### src/rtl/pipe_stage_reg.sv
`default_nettype none
// ============================================================================
// Module   : pipe_stage_reg
// Brief    : DEPTH-deep inter-stage pipeline register (valid/ctrl/data) with
//            stall, flush and kill, plus a registered occupancy counter.
// Revision : 1.0 - initial release
// ============================================================================
module pipe_stage_reg #(
    parameter int CTRL_W = 8,
    parameter int DATA_W = 111,
    parameter int DEPTH  = 1,
    parameter int CNT_W  = $clog2(DEPTH + 1)
) (
    input  logic              clk_i,
    input  logic              rst_i,
    input  logic              stall_i,
    input  logic              flush_i,
    input  logic              kill_i,
    input  logic              valid_i,
    input  logic [CTRL_W-1:0] ctrl_i,
    input  logic [DATA_W-1:0] data_i,
    output logic              valid_o,
    output logic [CTRL_W-1:0] ctrl_o,
    output logic [DATA_W-1:0] data_o,
    output logic [CNT_W-1:0]  occ_o
);

    localparam logic [CNT_W-1:0] c_occ_max = CNT_W'(DEPTH);

    logic [DEPTH-1:0]             valid_q, valid_d;
    logic [DEPTH-1:0][CTRL_W-1:0] ctrl_q,  ctrl_d;
    logic [DEPTH-1:0][DATA_W-1:0] data_q,  data_d;
    logic [CNT_W-1:0]             occ_q,   occ_d;
    logic                         w_in_valid;
    logic                         w_out_valid;

    assign w_in_valid  = valid_i & ~flush_i;
    assign w_out_valid = valid_q[DEPTH-1];

    always_comb begin
        valid_d = valid_q;
        ctrl_d  = ctrl_q;
        data_d  = data_q;
        occ_d   = occ_q;
        if (kill_i) begin
            // Data is left in place; only the fields that can cause side effects are cleared.
            valid_d = '0;
            ctrl_d  = '0;
            occ_d   = '0;
        end else if (!stall_i) begin
            for (int s = DEPTH - 1; s > 0; s--) begin
                valid_d[s] = valid_q[s-1];
                ctrl_d[s]  = ctrl_q[s-1];
                data_d[s]  = data_q[s-1];
            end
            valid_d[0] = w_in_valid;
            ctrl_d[0]  = w_in_valid ? ctrl_i : '0;
            data_d[0]  = data_i;
            if (w_in_valid && !w_out_valid && (occ_q != c_occ_max)) begin
                occ_d = occ_q + CNT_W'(1);
            end else if (!w_in_valid && w_out_valid && (occ_q != '0)) begin
                occ_d = occ_q - CNT_W'(1);
            end
        end
    end

    always_ff @(posedge clk_i) begin
        if (!rst_i) begin
            valid_q <= '0;
            ctrl_q  <= '0;
            data_q  <= '0;
            occ_q   <= '0;
        end else begin
            valid_q <= valid_d;
            ctrl_q  <= ctrl_d;
            data_q  <= data_d;
            occ_q   <= occ_d;
        end
    end

    assign valid_o = valid_q[DEPTH-1];
    assign ctrl_o  = ctrl_q[DEPTH-1];
    assign data_o  = data_q[DEPTH-1];
    assign occ_o   = occ_q;

    a_occ_popcount : assert property (@(posedge clk_i) disable iff (!rst_i)
        occ_q == CNT_W'($countones(valid_q)));

    for (genvar s = 0; s < DEPTH; s++) begin : g_ctrl_gate
        a_ctrl_gated : assert property (@(posedge clk_i) disable iff (!rst_i)
            !valid_q[s] |-> (ctrl_q[s] == '0));
    end

endmodule
`default_nettype wire

### config.mk
export PLATFORM = sky130hd
export DESIGN_NAME = pipe_stage_reg
export DESIGN_NICKNAME = d
export VERILOG_FILES = /design/src/rtl/pipe_stage_reg.sv
export SDC_FILE = /design/constraint.sdc
export NUM_CORES = 1
export LEC_CHECK = 0
export CAP_MARGIN = 0
export CORE_MARGIN = 2
export CORE_UTILIZATION = 30
export DETAILED_ROUTE_END_ITERATION = 16
export HOLD_SLACK_MARGIN = 0.12
export PLACE_DENSITY_LB_ADDON = 0.15
export SYNTH_ARGS = -nofsm -noshare
export SYNTH_HDL_FRONTEND = slang
export SYNTH_SLANG_ARGS = --single-unit
### constraint.sdc
create_clock -name clk_i -period 1.1 [get_ports clk_i]
set_input_delay 0.165 -clock clk_i [delete_from_list [all_inputs] [get_ports clk_i]]
set_output_delay 0.165 -clock clk_i [all_outputs]
set_load 0.02 [all_outputs]
# After elaboration in Yosys (flattened, before gate mapping)
# Cells that the tools add are included.
[word_totals]
ff_bits = 121
output_inout_bits = 121
word_cells = 25
[classes]
add_sub_neg = 2
muxes = 3
bitwise_logic = 6
n_reduce_logical = 10
[op_table]
columns = ["operator", "count"]
rows = [
  ["2-to-1 mux 8 bit", 1],
  ["NOT 1 bit", 5],
  ["logical AND 1 bit", 4],
  ["AND reduction 2 bit", 2],
  ["logical NOT 1 bit", 2],
  ["2-to-1 mux 1 bit", 2],
  ["nonzero test 2 bit", 1],
  ["OR reduction 2 bit", 1],
  ["adder 1 bit (second input constant)", 1],
  ["bitwise AND 1 bit", 1],
  ["subtractor 1 bit (second input constant)", 1],
]

# Depth between registers and ports, before layout
[logic_depth]
ltp_word = 7
ltp_mapped = 5

# Worst setup path before layout
# Ideal clock, no wire load.
[synth_timing]
path_type = "input port to flip-flop"
startpoint = "in stall_i"
endpoint = "reg data_q, in the netlist data_o[10]"
setup_time_ns = 0.116
t_arrival_ns = 0.820
required_time_ns = 0.984
setup_slack_ns = 0.164
cell_stages = 5
n_path_buf = 2
path_cell_list = "or2_1 -> buf_4 -> buf_4 -> nand2_1 -> a21boi_1"
[synth_via]
elab_chain_cells = 2
[synth_rtl]
columns = ["item", "line_no", "rtl"]
rows = [
  ["start, declared", "16", "input logic stall_i,"],
  ["NOT 1 bit (no line)", "-", ""],
  ["AND reduction 2 bit (no line)", "-", ""],
  ["end signal, assigned", "76", "data_q <= data_d;"],
  ["end, declared", "32", "logic [DEPTH-1:0][DATA_W-1:0] data_q, data_d;"],
]
# Every way passes these cells.
# A chain may end at the register's enable or synchronous reset.

# Final worst setup path
[layout_timing]
startpoint = "reg data_q, in the netlist data_o[47]"
endpoint = "out data_o[47]"
[layout_rtl]
columns = ["item", "line_no", "rtl"]
rows = [
  ["end, declared", "24", "output logic [DATA_W-1:0] data_o,"],
]
# No word-level cell between the ends.

==> results.toml <==
[global_route]
antenna_found_initial = 0
overflow = 0
grt_pass1_wl_um = 21740
grt_pass1_vias = 4267
grt_max_degree = 73
grtUsageTotal_pct = 17.39

[finish]
regArea_um2 = 2455
drive_gt1_share_pct = 25.16
fillers = 1417
multiInputGateArea_um2 = 1823
area_growth_syn_to_layout_pct = 67.69
final_core_util_pct = 51.27
antennaDiodeCount = 0
fin_nets = 881
fin_area_um2 = 7423

[synth]
synth_top_family_by_area = "compound AO/OA/AOI/OAI gates"
ys_ff_latch = 121
post_synth_mux_area_share_pct = 0
synthXorXnorAreaFrac_pct = 0
synthSimpleGateAreaFrac_pct = 19.93
syn_nets = 637
synth-compound-area-share_pct = 20.92
synth_seq_area_share_pct = 54.72
synthAdderAreaFrac_pct = 0
syn_area_per_cell_um2 = 8.646
synth_cell_types = 17
syn_inst = 512
syn-cell-area_um2 = 4427
synth_warnings = 0

[run]
cap_violations = 0

[run_status]
status = "finished, final reports clean"

[clocking]
cts-htree-levels = 4
postCtsHoldBufs = 0
cts.clk_slew.worst_paths_ns = 0.05
cts_buffer_depth = 2
cts_sinks = 121
root_buffer = "clkbuf_16"
cts_tree = "yes"
clk_latency_ns = 0.41
cts_buffers = 17

[setup_path]
crit_family = "flip-flops"
cp_max_fo = 2
crit_required_ns = 0.94
crit_buf_inv = 1
arrival_ns = 0.90
slowest_stage = "dfxtp_1"
worstSetupPathType = "register to primary output"
endpoint_kind = "primary output"
cp-start-kind = "register"
worstPathCellList = "buf_2"
max_stage_delay_ns = 0.33

[power_and_ir_drop]
p_sw_uw = 2596
p_leak_uw = 0.003089
clockPowerShare_pct = 44.6
power.density_nw_per_um2 = 1520
switching_share_pct = 23.00
p_int_uw = 8690
pwr-share-comb_pct = 13.8
seqPwrFrac_pct = 41.6
vdd_ir_drop_max_uv = 955.3

[detailed_routing]
wl_per_cell_um = 14.05
drtIter0Drc = 197
antenna_left = 0
dr_total_vias = 4230
drtPass1Iterations = 4
drc_errors = 0
wirelength_um = 13360
vias_per_cell = 4.448

[floorplan]
dieArea_um2 = 15740
io_pins = 246
die_h_um = 125.5
start_util_pct = 30.57
die_x_um = 125.5
row_count = 44
core_area_um2 = 14480

[timing]
drv_slew = 0
worst_pin_slew_ns = 0.3258
post-route-min-period_ns = 1.070
slew-limit-headroom_pct = 78.28
setup_viol_count_final = 0
max_freq_mhz = 934.9
rsz0062_at_grt = "no"
final_hold_viol_count = 0
post-route-period-util_pct = 97.24
fin_skew_ns = 0.002570

[place]
gp_congestion = 0.7631
place.port_buffers = 245
dpl_cell_area_um2 = 7117
hpwlAfterDp_um = 9454

[worst_hold_path]
hold_path.class = "input port to register"
==> stage by stage <==
step	setup TNS, ns	cells	power (µW)	hold WS [ns]	setup WS (ns)
floorplan	0	512	5424	0.2976	0.1640
global placement	-49.30	920	6385	0.4398	-0.4902
detailed placement	-53.60	920	6411	0.4439	-0.5781
CTS	0	951	11380	0.2254	0.0004516
global route	0	951	11780	0.2420	0.00004452
finish	0	951	11290	0.2490	0.03035
==> cell usage after synthesis (all sizes together) <==
cell type / number / area, µm²
inv: 1 / 3.750
o21ai: 1 / 5.000
a21oi: 2 / 10.01
buf: 23 / 140.1
nor2b: 2 / 12.51
or2: 1 / 6.260
nor2: 3 / 11.26
a21boi: 111 / 833.3
nand2: 222 / 833.3
nor3b: 1 / 12.51
clkbuf: 14 / 52.55
a22o: 8 / 70.07
o21bai: 1 / 7.510
dfxtp: 121 / 2422
nand2b: 1 / 6.260
==> power groups by stage <==
stage / Combinational, µW / Clock [µW] / Sequential, µW
2_1_floorplan: 429 / 0 / 5000
3_3_place_gp: 1630 / 0 / 4760
3_5_place_dp: 1640 / 0 / 4770
4_1_cts: 1510 / 5190 / 4680
5_1_grt: 1690 / 5380 / 4710
6_report: 1560 / 5030 / 4690
==> path summary, 6_finish.rpt <==
| path | start | endpoint | slack (ns) | depth (start not counted) |
|---|---|---|---|---|
| worst max-delay path | data_o[47] | data_o[47] | 0.03 | 1 |
| worst min-delay path | rst_i | occ_o | 0.25 | 4 |
| worst max register to register | data_o[102] | data_o[102] | 0.42 | 2 |
| worst min register to register | data_o[59] | data_o[59] | 0.45 | 2 |
==> cell type report <==
class                   count  share of cell area, %
flip-flops and latches    121                  33.07
repair buffers            262                  32.04
multi-input cells         353                  24.56
clock buffers              27                  6.641
well taps                 184                  3.101
clock inverters             3                 0.5394
inverters                   1                0.05056
==> state kept, by name (all words and copies together) (netlist names) <==
name / cells
valid_o: 1
ctrl_o: 8
occ_o: 1
data_o: 111
==> cells in the final DEF (no fill, tap or decap), types with 2 or more instances in the layout <==
cell type / instances
clkinv_2: 2
buf_2: 16
dfxtp_1: 95
dfxtp_2: 26
a21boi_1: 90
clkbuf_8: 3
clkbuf_16: 17
buf_12: 6
a21oi_1: 2
nand2_1: 222
buf_6: 19
clkdlybuf4s50_1: 121
a22o_1: 8
dlygate4sd2_1: 2
a21boi_0: 21
clkbuf_1: 7
buf_4: 98
==> what timing repair did <==
item	CTS	global route
endpoints found under the setup margin	222	95
gates resized for setup	528	113
cloned	0	0
setup buffers	1	0
pin swaps	1	0
==> worst register-to-register path: stages, from the launching register on <==
cell      delay, ns
dfxtp_1        0.35
nand2_1        0.06
a21boi_0       0.18
==> logic make-up after synthesis <==
group                  after synthesis
AO/OA/AOI/OAI                      123
flip-flops                         121
AND/OR/NAND/NOR                    230
buffers and inverters               38
==> metal layers <==
| layer | share of wire (%) | wire length (µm) | vias to the layer above | global-route usage (%) |
|---|---|---|---|---|
| met5 | 0 | 0 | - | 0 |
| met2 | 48 | 6356 | 169 | 28.49 |
| met3 | 10 | 1388 | 20 | 7.317 |
| li1 | - | - | 2140 | - |
| met4 | 2.0 | 261 | 0 | 7.908 |
| met1 | 40 | 5349 | 1901 | 19.72 |
No activity file was read; power rests on OpenSTA's default activity.
